$ cat config.mk
export PLATFORM = sky130hd
export DESIGN_NAME = sequence_generator
export DESIGN_NICKNAME = d
export VERILOG_FILES = /design/src/rtl/sequence_generator.sv
export SDC_FILE = /design/constraint.sdc
export NUM_CORES = 1
export LEC_CHECK = 0
export ABC_AREA = 1
export BUFFER_PORTS_ARGS = -buffer_cell sky130_fd_sc_hd__buf_4
export CORE_MARGIN = 1
export CORE_UTILIZATION = 35
export CTS_CLUSTER_DIAMETER = 60
export DETAILED_ROUTE_END_ITERATION = 10
export GPL_TIMING_DRIVEN = 0
export PLACE_DENSITY = 0.52
export REMOVE_ABC_BUFFERS = 1
export SLEW_MARGIN = 20
export SYNTH_ARGS = -nofsm -noshare
export SYNTH_HDL_FRONTEND = slang
export SYNTH_SLANG_ARGS = --single-unit
$ cat constraint.sdc
create_clock -name clk -period 4.8 [get_ports clk]
set_clock_uncertainty 0.2 [all_clocks]
set_input_delay 0.24 -clock clk [delete_from_list [all_inputs] [get_ports clk]]
set_output_delay 0.24 -clock clk [all_outputs]
set_load 0.02 [all_outputs]
$ cat src/rtl/sequence_generator.sv
// Serial pattern transmitter: shifts a latched pattern out MSB-first, repeated
// rep+1 times with an optional idle gap between frames.
module sequence_generator #(
   parameter int PAT_W = 4,
   parameter int CNT_W = 4
) (
   input  logic             clk,
   input  logic             rst,
   input  logic [PAT_W-1:0] pat_in,
   input  logic [CNT_W-1:0] rep_in,
   input  logic [CNT_W-1:0] gap_in,
   input  logic             start_valid,
   output logic             start_ready,
   output logic             out,
   output logic             out_valid,
   output logic             frame_start,
   output logic             done,
   output logic             busy
);

   // state | meaning
   // IDLE  | waiting for a start handshake
   // SEND  | a pattern bit is on out every cycle
   // GAP   | idle cycles between consecutive frames
   // DONE  | one-cycle done pulse after the last bit
   typedef enum logic [1:0] {IDLE, SEND, GAP, DONE} state_t;

   localparam int BW = $clog2(PAT_W);

   state_t           state, state_nx;
   logic [PAT_W-1:0] pat_lat, pat_lat_nx;
   logic [PAT_W-1:0] shreg, shreg_nx;
   logic [BW-1:0]    bit_cnt, bit_cnt_nx;
   logic [CNT_W-1:0] frame_cnt, frame_cnt_nx;
   logic [CNT_W-1:0] gap_lat, gap_lat_nx;
   logic [CNT_W-1:0] gap_cnt, gap_cnt_nx;
   logic             out_nx, out_valid_nx, frame_start_nx, done_nx;

   assign start_ready = (state == IDLE) && rst;
   assign busy        = (state != IDLE);

   always_ff @(posedge clk) begin
      if (!rst) begin
         state       <= IDLE;
         pat_lat     <= '0;
         shreg       <= '0;
         bit_cnt     <= '0;
         frame_cnt   <= '0;
         gap_lat     <= '0;
         gap_cnt     <= '0;
         out         <= 1'b0;
         out_valid   <= 1'b0;
         frame_start <= 1'b0;
         done        <= 1'b0;
      end else begin
         state       <= state_nx;
         pat_lat     <= pat_lat_nx;
         shreg       <= shreg_nx;
         bit_cnt     <= bit_cnt_nx;
         frame_cnt   <= frame_cnt_nx;
         gap_lat     <= gap_lat_nx;
         gap_cnt     <= gap_cnt_nx;
         out         <= out_nx;
         out_valid   <= out_valid_nx;
         frame_start <= frame_start_nx;
         done        <= done_nx;
      end
   end

   // Outputs are computed one cycle ahead so they leave the block from flops.
   always_comb begin
      state_nx       = state;
      pat_lat_nx     = pat_lat;
      shreg_nx       = shreg;
      bit_cnt_nx     = bit_cnt;
      frame_cnt_nx   = frame_cnt;
      gap_lat_nx     = gap_lat;
      gap_cnt_nx     = gap_cnt;
      out_nx         = 1'b0;
      out_valid_nx   = 1'b0;
      frame_start_nx = 1'b0;
      done_nx        = 1'b0;

      case (state)
         IDLE: begin
            if (start_valid && start_ready) begin
               pat_lat_nx     = pat_in;
               frame_cnt_nx   = rep_in;
               gap_lat_nx     = gap_in;
               shreg_nx       = {pat_in[PAT_W-2:0], 1'b0};
               bit_cnt_nx     = BW'(PAT_W - 1);
               out_nx         = pat_in[PAT_W-1];
               out_valid_nx   = 1'b1;
               frame_start_nx = 1'b1;
               state_nx       = SEND;
            end
         end
         SEND: begin
            if (bit_cnt != '0) begin
               out_nx       = shreg[PAT_W-1];
               out_valid_nx = 1'b1;
               shreg_nx     = {shreg[PAT_W-2:0], 1'b0};
               bit_cnt_nx   = bit_cnt - BW'(1);
            end else if (frame_cnt != '0) begin
               frame_cnt_nx = frame_cnt - CNT_W'(1);
               if (gap_lat == '0) begin
                  shreg_nx       = {pat_lat[PAT_W-2:0], 1'b0};
                  bit_cnt_nx     = BW'(PAT_W - 1);
                  out_nx         = pat_lat[PAT_W-1];
                  out_valid_nx   = 1'b1;
                  frame_start_nx = 1'b1;
               end else begin
                  gap_cnt_nx = gap_lat;
                  state_nx   = GAP;
               end
            end else begin
               done_nx  = 1'b1;
               state_nx = DONE;
            end
         end
         GAP: begin
            if (gap_cnt == CNT_W'(1)) begin
               shreg_nx       = {pat_lat[PAT_W-2:0], 1'b0};
               bit_cnt_nx     = BW'(PAT_W - 1);
               out_nx         = pat_lat[PAT_W-1];
               out_valid_nx   = 1'b1;
               frame_start_nx = 1'b1;
               state_nx       = SEND;
            end else begin
               gap_cnt_nx = gap_cnt - CNT_W'(1);
            end
         end
         DONE: begin
            state_nx = IDLE;
         end
         default: begin
            state_nx = IDLE;
         end
      endcase
   end

endmodule

**Yosys cells after proc, flatten, opt, wreduce, memory -nomap -nowiden**

Cells that the tools add are included.

- Register bits: 28
- Latch bits: 0
- RAM bits: 0
- ROM bits: 0
- Input port bits: 15
- Output and inout bits: 6
- Logic and storage cells: 87
- Memories kept: 0

- $add $sub $neg: 3
- Multipliers: 0
- Div/mod/pow operators: 0
- $lt $le $gt $ge: 0
- Equality and inequality tests: 13
- Shift operators: 0
- Mux-type cells: 42
- Bitwise gates (word level): 2
- Reduce and logical (&&, ||, !) cells: 16

Operator list:

| kind | number |
|---|---|
| 4-bit 2-to-1 mux | 12 |
| 2-bit 2-to-1 mux | 10 |
| 4-bit case mux with 2 select lines | 2 |
| 1-bit 2-to-1 mux | 12 |
| 4-bit case mux with 3 select lines | 1 |
| 2-bit != test (second input constant) | 5 |
| 5-bit AND reduction | 2 |
| 3-bit != test (second input constant) | 3 |
| 1-bit case mux with 3 select lines | 3 |
| 2-bit case mux with 4 select lines | 1 |
| 4-bit AND reduction | 2 |
| 2-bit nonzero test | 4 |
| 4-bit by 1-bit subtractor with 4-bit output (second input constant) | 2 |
| 2-bit case mux with 3 select lines | 1 |
| 2-bit equality test (second input constant) | 2 |
| 4-bit by 1-bit equality test with 1-bit output (second input constant) | 1 |
| 4-bit logical NOT | 1 |
| 4-bit nonzero test | 1 |
| 3-bit nonzero test | 1 |
| 3-bit OR reduction | 1 |
| 2-bit by 1-bit equality test with 1-bit output (second input constant) | 1 |
| 1-bit logical AND | 2 |
| 2-bit logical NOT | 1 |
| 2-bit by 1-bit != test with 1-bit output (second input constant) | 1 |
| 3 further kinds | 4 |

**Logic depth before layout (Yosys ltp)**

Gate-level depths: netlist (run 1).

- Word-level depth: 5
- Gate-level depth with buffers: 11

**Worst setup path after synthesis (run 1)**

Ideal clock, no wire load.

- Path kind: reg2reg
- Start: register state[1]
- End: register shreg[2]
- Library setup time: 0.113 ns
- Arrival: 1.312 ns
- Slack: 3.175 ns
- Stages on the path, launching flop included: 10
- Path buffers: 1
- Clock period less this slack: 1.625 ns
- Path through: dfxtp_1 -> inv_1 -> ha_1 -> buf_4 -> nand2_2 -> inv_1 -> o21ai_1 -> nand2_2 -> nor2_1 -> nor2_1

- Cells in the longest elaborated chain, start to end: 5

RTL lines:

| item | RTL line | text |
|---|---|---|
| start: declaration | 30 | `state_t state, state_nx;` |
| start signal: assignment | 56 | `state <= state_nx;` |
| 2-bit logical NOT | 39, 84 |  |
| 1-bit logical AND | 39 | `assign start_ready = (state == IDLE) && rst;` |
| 1-bit logical AND | 86 | `if (start_valid && start_ready) begin` |
| 2-bit by 1-bit != test with 1-bit output (no line) | -- |  |
| 5-bit AND reduction (no line) | -- |  |
| end signal: assignment | 58 | `shreg <= shreg_nx;` |
| end: declaration | 32 | `logic [PAT_W-1:0] shreg, shreg_nx;` |

Several ways; a longest one is shown, not always the timed one.
A chain may end at the register's enable or synchronous reset.

**Final worst setup path (run 1)**

- Start: register state[0]
- End: register gap_cnt[2]

- Cells in the longest elaborated chain, start to end: 3

RTL lines:

| item | RTL line | text |
|---|---|---|
| 2-bit equality test or 2-bit by 1-bit equality test with 1-bit output (tied branches) | 84 | `case (state)` |
| 2-bit != test (no line) or 2-bit nonzero test (tied branches) | -- |  |
| 5-bit AND reduction (no line) | -- |  |
| end signal: assignment | 62 | `gap_cnt <= gap_cnt_nx;` |
| end: declaration | 36 | `logic [CNT_W-1:0] gap_cnt, gap_cnt_nx;` |

Several ways; a longest one is shown, not always the timed one.

==> results of run 1 <==
## path summary, 6_finish.rpt
path	start	endpoint	slack, ns	cells after the start
hold / removal	pat_in[0]	pat_lat[0]	0.04	3
setup reg to reg	state[0]	gap_cnt[2]	2.80	7
setup / recovery	state[0]	gap_cnt[2]	2.80	7
hold reg to reg	pat_lat[2]	pat_lat[2]	0.26	2
## metrics by stage
step                      hold WS (ns)  worst slack, ns  cell area (µm²)  utilization, %  std cells
after global placement           0.240             2.77             1750            42.4        308
after detailed placement         0.243             2.78             1750            42.4        308
final                           0.0398             2.80             1820            44.3        315
after global routing            0.0379             2.62             1820            44.3        315
after floorplan                  0.150             3.06             1530               -        238
after CTS                       0.0370             2.77             1820            44.3        315
## metal layers
layer	vias up	track usage, %
met4	0	3.13
li1	800	-
met5	-	0
met1	624	21.4
met3	4	3.95
met2	18	26.5
## what timing repair did
item                                    CTS  global route
endpoints found under the setup margin    0             0
endpoints found under the hold margin     3             0
hold buffers                              3             0
resized for setup                         0             0
## flip-flops by register name (all words and copies together) (netlist names)
| register | cells |
|---|---|
| frame_start | 1 |
| gap_cnt | 4 |
| shreg | 3 |
| done | 1 |
| bit_cnt | 2 |
| frame_cnt | 4 |
| pat_lat | 4 |
| out_valid | 1 |
| gap_lat | 4 |
| out | 1 |
| state | 2 |
## cell usage in the layout, fill, tap and decap left out, drive strengths merged, types with 3 or more instances in the layout
master and instances:
nand2 60, nor2 48, inv 35, a21oi 12
o21ai 19, clkbuf 3, buf 20, dlygate4sd3 3
nand3 18, dfxtp 27, ha 9
## tightest hold or removal path, delay by kind of cell
| family | cells | cell delay (ns) |
|---|---|---|
| AO/OA/AOI/OAI | 1 | 0.13 |
| buffers and inverters | 2 | 0.11 |
## power by group
group | switching, µW | internal [µW]
combinational | 345 | 201
clock | 74.0 | 58.3
sequential | 41.0 | 289
total | 460 | 549
## kinds of logic after synthesis
kind of cell	after synthesis	share of synthesized area (%)
simple gates	132	36.3
buf+inv	39	9.67
compound gates	33	10.8
flops	27	34.8
fa+ha+maj	9	7.25
xor+xnor	1	0.564
mux	1	0.645
## area by class of cell
cell class | instances | area, µm²
repair buffers | 23 | 180
flip-flops and latches | 27 | 541
well taps | 50 | 62.6
multi-input cells | 176 | 862
inverters | 35 | 131
fillers | 451 | 2290
clock buffers | 3 | 41.3
clock inverters | 1 | 5.00
==> results.sh, run 1 <==
export IMPL_outcome="finished clean"
export IMPL_fin_setup_tns_ns=0
export IMPL_root_buffer="clkbuf_8"
export IMPL_ant_nets=0
export IMPL_antenna_found_initial=0
export IMPL_routed_wl_met2_um=1550
export IMPL_clkTransAtPathRegs_ns=0.10
export IMPL_drt_met1_wl_um=1670
export IMPL_syn_inst=242
export IMPL_tightest_slew_ns=0.418
export IMPL_wl_met3_um=136
export IMPL_rsz0062_at_grt="false"
export IMPL_ys_warn_count=0
export IMPL_syn_area_mm2=0.00155
export IMPL_power_uw=1010
export IMPL_critPathSlowestCell="ha_1"
export IMPL_crit_chain="ha_1 > nand2_2 > inv_1 > a21oi_1 > nor2_1 > nand2_1 > a21oi_1"
export IMPL_crit_path_end_kind="flip-flop"
export IMPL_power_density_mw_per_mm2=554
export IMPL_dieHeight_um=68.6
export IMPL_crit_arrival_ns=2.02
export IMPL_netlist_area_leader_share_pct=34.8
export IMPL_ys_ff_latch=27
export IMPL_crit_buf_inv=1
export IMPL_firstDrtPassIters=4
export IMPL_drcViolationCount=0
export IMPL_critPathMaxFanout=10
export IMPL_min_period_over_period_pct=41.7
export IMPL_critPathMostFrequentCell="a21oi_1"
export IMPL_top_layer="met4"
export IMPL_ioPinCount=21
export IMPL_leakage_uw=0.000899
export IMPL_die_w_um=68.6
export IMPL_required_ns=4.82
export IMPL_synth_edf_count=0
export IMPL_globalRouteTotalUtil_pct=16.1
export IMPL_start_util_pct=37.7
export IMPL_synth_commonest_cells="nand2_1, nor2_1, inv_1"
export IMPL_yosysSeqAreaShare_pct=34.8
export IMPL_slowest_delay_ns=0.44
export IMPL_finalSetupViolCount=0
export IMPL_grt_pass1_wl_um=5550
export IMPL_drt_iter0_markers=40
export IMPL_yosysUniqueCellTypes=22
export IMPL_grt_max_degree=24
export IMPL_fp_coreArea_mm2=0.00412
export IMPL_rows=23
export IMPL_numPortBuffers=20
export IMPL_ir_drop_uv=277
export IMPL_slew_headroom_pct=72.1
export IMPL_synth_most_common_cell="nand2_1"
export IMPL_ys_top_cells_by_area="dfxtp_1, nand2_1, nor2_1"
export IMPL_htreeDepth=1
export IMPL_worstSkewPairLatency_ns=0.28
export IMPL_yosysTopAreaCell="dfxtp_1"
export IMPL_worstSetupPathType="reg2reg"
export IMPL_min_period_ns=2.00
export IMPL_grt_ovfl_total=0
export IMPL_drive_above_1_share_pct=12.8
export IMPL_routed_wl_um=3380
export IMPL_nets=290
export IMPL_start_kind="flip-flop"
export IMPL_area_growth_pct=17.4
export IMPL_cts_tree="built"
export IMPL_syn_avg_cell_area_um2=6.42
export IMPL_slew_viol_final=0
export IMPL_path_delay_family="simple AND/OR/NAND/NOR gates"
export IMPL_dp_hpwl_um=2570
export IMPL_avgRoutedWirePerCell_um=10.7
export IMPL_hp_class="in2reg"
export IMPL_async_reset_ff_share_pct=0
export IMPL_via_per_inst=4.59
export IMPL_gp_congestion=0.771
export IMPL_yosys_most_used_dff="dfxtp_1"
export IMPL_max_freq_ghz=0.499
export IMPL_dieArea_mm2=0.00471
export IMPL_clock_sinks=27
export IMPL_hold_viol=0
export IMPL_cts_path_max_buffers=2
export IMPL_diodes=0
export IMPL_dr_total_vias=1446
export IMPL_first_global_vias=1232
export IMPL_cts_buffers=3
export IMPL_drv_cap=0
export IMPL_post_cts_setup_buffers=0
Note: power is estimated with default switching activity, not from simulation.
==> inputs of run 2 (changes only) <==
==> constraint.sdc (replaced) <==
create_clock -name clk -period 2 [get_ports clk]
set_clock_uncertainty 0.2 [all_clocks]
set_input_delay 0.1 -clock clk [delete_from_list [all_inputs] [get_ports clk]]
set_output_delay 0.1 -clock clk [all_outputs]
set_load 0.02 [all_outputs]
==> results.sh, run 2 (synthesized netlist as in run 1, its figures left out) <==
export IMPL_dr_total_vias=1490
export IMPL_routed_wl_um=3430
export IMPL_ant_nets=0
export IMPL_drive_above_1_share_pct=13.1
export IMPL_firstDrtPassIters=4
export IMPL_numPortBuffers=20
export IMPL_start_kind="flip-flop"
export IMPL_via_per_inst=4.58
export IMPL_critPathMostFrequentCell="a21oi_1"
export IMPL_min_period_ns=1.85
export IMPL_routed_wl_met2_um=1570
export IMPL_drt_iter0_markers=49
export IMPL_outcome="finished clean"
export IMPL_area_growth_pct=24.7
export IMPL_finalInstanceArea_mm2=0.00194
export IMPL_fp_coreArea_mm2=0.00412
export IMPL_grt_ovfl_total=0
export IMPL_worstSkewPairLatency_ns=0.28
export IMPL_critPathMaxFanout=10
export IMPL_ir_drop_uv=666
export IMPL_avgRoutedWirePerCell_um=10.6
export IMPL_clkTransAtPathRegs_ns=0.10
export IMPL_layout_commonest_cell="nand2_1"
export IMPL_antenna_found_initial=0
export IMPL_slew_viol_final=0
export IMPL_worstSetupPathType="reg2reg"
export IMPL_post_cts_setup_buffers=0
export IMPL_required_ns=2.01
export IMPL_drcViolationCount=0
export IMPL_critPathSlowestCell="dfxtp_1"
export IMPL_top_layer="met4"
export IMPL_p_sw_share_pct=45.3
export IMPL_placed_area_mm2=0.00175
export IMPL_drt_met1_wl_um=1710
export IMPL_drv_cap=0
export IMPL_clock_sinks=27
export IMPL_max_freq_ghz=0.539
export IMPL_gp_congestion=0.771
export IMPL_finalNonFillerCells=325
export IMPL_wl_met3_um=124
export IMPL_start_util_pct=37.7
export IMPL_cts_tree="built"
export IMPL_min_period_over_period_pct=92.7
export IMPL_p_switching_uw=1110
export IMPL_dieHeight_um=68.6
export IMPL_place_inst=308
export IMPL_finalSetupViolCount=0
export IMPL_dp_hpwl_um=2570
export IMPL_htreeDepth=1
export IMPL_cts_buffers=3
export IMPL_nets=300
export IMPL_root_buffer="clkbuf_8"
export IMPL_first_global_vias=1290
export IMPL_p_int_uw=1340
export IMPL_rsz0062_at_grt="false"
export IMPL_crit_arrival_ns=1.87
export IMPL_seqPwrFrac_pct=32.3
export IMPL_leakage_uw=0.000939
export IMPL_hold_viol=0
export IMPL_crit_path_end_kind="flip-flop"
export IMPL_ioPinCount=21
export IMPL_grt_max_degree=24
export IMPL_comb_power_share_pct=54.7
export IMPL_diodes=0
export IMPL_power_share_clock_pct=13.0
export IMPL_cts_path_max_buffers=2
export IMPL_globalRouteTotalUtil_pct=16.4
export IMPL_fillers=443
export IMPL_layout_common_cells="nand2_1, nor2_1, inv_1"
export IMPL_die_w_um=68.6
export IMPL_grt_pass1_wl_um=5660
export IMPL_crit_chain="ha_2 > nand2_2 > inv_1 > a21oi_1 > nor2_1 > nand2_1 > a21oi_1"
export IMPL_rows=23
export IMPL_power_density_mw_per_mm2=1270
export IMPL_hp_class="in2reg"
export IMPL_slowest_delay_ns=0.42
export IMPL_dieArea_mm2=0.00471
export IMPL_tightest_slew_ns=0.340
export IMPL_slew_headroom_pct=77.2
[run 2: changes by cell type in the layout (fill, tap and decap cells not counted)]
cell           before  now
dlygate4sd3_1       3   13
ha_1                9    7
ha_2                0    2
nand3_2             1    0
nand3_4             0    1
[run 2: what timing repair did]
| action | 4_1_cts | 5_1_grt |
|---|---|---|
| pin swaps | 0 | 1 |
| endpoints found under the hold margin | 18 | 0 |
| endpoints found under the setup margin | 3 | 12 |
| hold buffers | 13 | 0 |
| resized for setup | 1 | 2 |
[run 2: layer usage]
layer / up-vias / track usage (%)
met2: 16 / 27.0
li1: 820 / -
met5: - / 0
met4: 0 / 3.65
met3: 4 / 3.95
met1: 650 / 21.5
[run 2: path summary, 6_finish.rpt]
kind / startpoint / slack, ns / cells after the start / to
max: state[0] / 0.15 / 7 / gap_cnt[2]
min: start_valid / 0.01 / 3 / gap_lat[2]
max reg2reg: state[0] / 0.15 / 7 / gap_cnt[2]
min reg2reg: pat_lat[1] / 0.26 / 2 / pat_lat[1]
[run 2: final cells by class]
class | instances | area, µm² | area share [%]
multi-input cells | 176 | 875 | 45.2
flip-flops and latches | 27 | 541 | 27.9
repair buffers | 33 | 280 | 14.5
inverters | 35 | 131 | 6.79
well taps | 50 | 62.6 | 3.23
clock buffers | 3 | 41.3 | 2.13
clock inverters | 1 | 5.00 | 0.259
[run 2: power groups by stage]
stage	clock network, µW	registers [µW]	logic, µW
final	319	794	1340
after global routing	359	819	1540
after detailed placement	0	808	1310
after floorplan	0	809	994
after CTS	331	795	1350
after global placement	0	809	1310
[run 2: metrics by stage]
step                      TNS (ns)  hold WS [ns]  setup WS, ns  util (%)  power (µW)
after detailed placement   -0.0264         0.103       -0.0198      42.4        2120
after CTS                        0        0.0393       0.00488      46.9        2470
final                            0        0.0131         0.146      47.0        2450
after global routing             0        0.0218       0.00592      47.0        2720
after floorplan                  0        0.0104         0.265         -        1800
after global placement     -0.0366        0.0997       -0.0285      42.4        2120
[run 2: worst max-delay path, delay by kind of cell, from the launching register on]
| kind | cells | cell delay, ns |
|---|---|---|
| buffers and inverters | 1 | 0.15 |
| AO/OA/AOI/OAI | 2 | 0.22 |
| flip-flops | 1 | 0.42 |
| AND/OR/NAND/NOR | 3 | 0.47 |
| adder cells (fa/ha/maj) | 1 | 0.34 |
==> inputs of run 3 (changes only) <==
--- a/config.mk
+++ b/config.mk
@@ -6,13 +6,13 @@
 export NUM_CORES = 1
 export LEC_CHECK = 0
 export ABC_AREA = 1
-export BUFFER_PORTS_ARGS = -buffer_cell sky130_fd_sc_hd__buf_4
+export BUFFER_PORTS_ARGS = -buffer_cell sky130_fd_sc_hd__clkbuf_2
 export CORE_MARGIN = 1
-export CORE_UTILIZATION = 35
+export CORE_UTILIZATION = 54
 export CTS_CLUSTER_DIAMETER = 60
 export DETAILED_ROUTE_END_ITERATION = 10
 export GPL_TIMING_DRIVEN = 0
-export PLACE_DENSITY = 0.52
+export PLACE_DENSITY = 0.75
 export REMOVE_ABC_BUFFERS = 1
 export SLEW_MARGIN = 20
 export SYNTH_ARGS = -nofsm -noshare
==> results.sh, run 3 (synthesized netlist as in run 1, its figures left out) <==
export IMPL_postLayoutCoreUtil_pct=68.2
export IMPL_tightest_slew_ns=0.467
export IMPL_dp_hpwl_um=2340
export IMPL_nets=301
export IMPL_grt_pass1_wl_um=5640
export IMPL_hp_start="rst"
export IMPL_dieHeight_um=55.6
export IMPL_globalRouteTotalUtil_pct=22.3
export IMPL_grt_ovfl_total=0
export IMPL_via_per_inst=4.96
export IMPL_diodes=0
export IMPL_grt_max_degree=24
export IMPL_layout_common_cells="nand2_1, nor2_1, inv_1"
export IMPL_power_uw=2380
export IMPL_area_growth_pct=20.1
export IMPL_die_w_um=55.6
export IMPL_hold_viol=0
export IMPL_worstSetupPathType="reg2reg"
export IMPL_clock_sinks=27
export IMPL_routed_wl_um=3250
export IMPL_leakage_uw=0.000923
export IMPL_crit_arrival_ns=1.96
export IMPL_avgRoutedWirePerCell_um=10.6
export IMPL_numPortBuffers=20
export IMPL_layout_commonest_cell="nand2_1"
export IMPL_required_ns=2.08
export IMPL_drv_cap=0
export IMPL_dieArea_mm2=0.00309
export IMPL_r2r_start="state[0]"
export IMPL_max_freq_ghz=0.533
export IMPL_drt_iter0_markers=48
export IMPL_min_period_ns=1.88
export IMPL_gp_congestion=0.873
export IMPL_finalSetupViolCount=0
export IMPL_hp_class="in2reg"
export IMPL_start_util_pct=56.8
export IMPL_cts_tree="built"
export IMPL_critPathMaxFanout=10
export IMPL_crit_path_start="state[0]"
export IMPL_slew_headroom_pct=68.9
export IMPL_outcome="finished clean"
export IMPL_worstSkewPairLatency_ns=0.33
export IMPL_ir_drop_uv=1080
export IMPL_antenna_found_initial=0
export IMPL_crit_path_end_kind="flip-flop"
export IMPL_fillers=242
export IMPL_power_density_mw_per_mm2=1280
export IMPL_slew_viol_final=0
export IMPL_start_kind="flip-flop"
export IMPL_cts_buffers=3
export IMPL_fp_coreArea_mm2=0.00273
export IMPL_rows=19
export IMPL_htreeDepth=1
export IMPL_drcViolationCount=0
export IMPL_drive_above_1_share_pct=14.1
export IMPL_min_period_over_period_pct=93.8
export IMPL_root_buffer="clkbuf_4"
export IMPL_first_global_vias=1372
export IMPL_firstDrtPassIters=4
export IMPL_r2r_slack_ns=0.12
export IMPL_ant_nets=0
export IMPL_clkTransAtPathRegs_ns=0.15
export IMPL_dr_total_vias=1523
export IMPL_ioPinCount=21
export IMPL_cts_path_max_buffers=2
-- run 3: cell count changes in the layout (fill, tap and decap cells not counted), moves of 2 or more --
cell	before	now
buf_4	20	1
clkbuf_2	0	20
clkbuf_4	0	3
clkbuf_8	3	0
nor2_1	46	44
nor2_2	0	2
-- run 3: final cells by class --
| class | instances | area, µm² | area share (%) |
|---|---|---|---|
| multi-input combinational | 176 | 890 | 47.7 |
| tap | 31 | 38.8 | 2.08 |
| timing repair buffer | 34 | 238 | 12.7 |
| clock inverter | 1 | 5.00 | 0.268 |
| clock buffer | 3 | 22.5 | 1.21 |
| sequential | 27 | 541 | 29.0 |
| inverter | 35 | 131 | 7.04 |
-- run 3: path summary, 6_finish.rpt --
check / to / depth (start not counted)
max: shreg[3] / 9
min: shreg[2] / 3
max reg2reg: shreg[3] / 9
min reg2reg: pat_lat[2] / 2
-- run 3: timing repair --
item / 4_1_cts / 5_1_grt
setup buffers: 0 / 1
setup endpoints to repair: 3 / 14
gates resized for setup: 1 / 5
endpoints found under the hold margin: 15 / 0
hold buffers: 13 / 0
pin swaps: 0 / 1
-- run 3: per-stage QoR --
stage	setup TNS, ns	worst slack (ns)	instances	hold WS [ns]	instance area (µm²)
floorplan	0	0.265	238	0.0104	1530
global placement	0	0.0142	289	0.100	1670
detailed placement	-0.0128	-0.0128	289	0.100	1670
CTS	0	0.0282	306	0.0783	1840
global route	-0.0237	-0.0237	307	0.109	1870
finish	0	0.124	307	0.0725	1870
-- run 3: where the power goes --
group          total [µW]  leakage [µW]  internal [µW]  switching, µW
registers             799      0.000222            694            105
logic                1340      0.000684            497            845
clock network         240     0.0000177           75.1            165
-- run 3: critical path, cell delays in order, from the launching register on --
cell and delay (ns):
dfxtp_1 0.49, inv_1 0.11, ha_1 0.31, inv_2 0.18, a21oi_1 0.09, nor2_4 0.15, nand2_2 0.10, nand2_1 0.08
nand2_1 0.05, nor2_1 0.09
-- run 3: per-layer routing --
layer	vias up	share of wire [%]	GRT usage (%)	wire length, µm
met5	-	0	0	0
met3	4	2.7	3.26	87
met1	675	49	28.6	1590
li1	822	-	-	-
met2	22	47	38.4	1540
met4	0	1.1	7.50	36
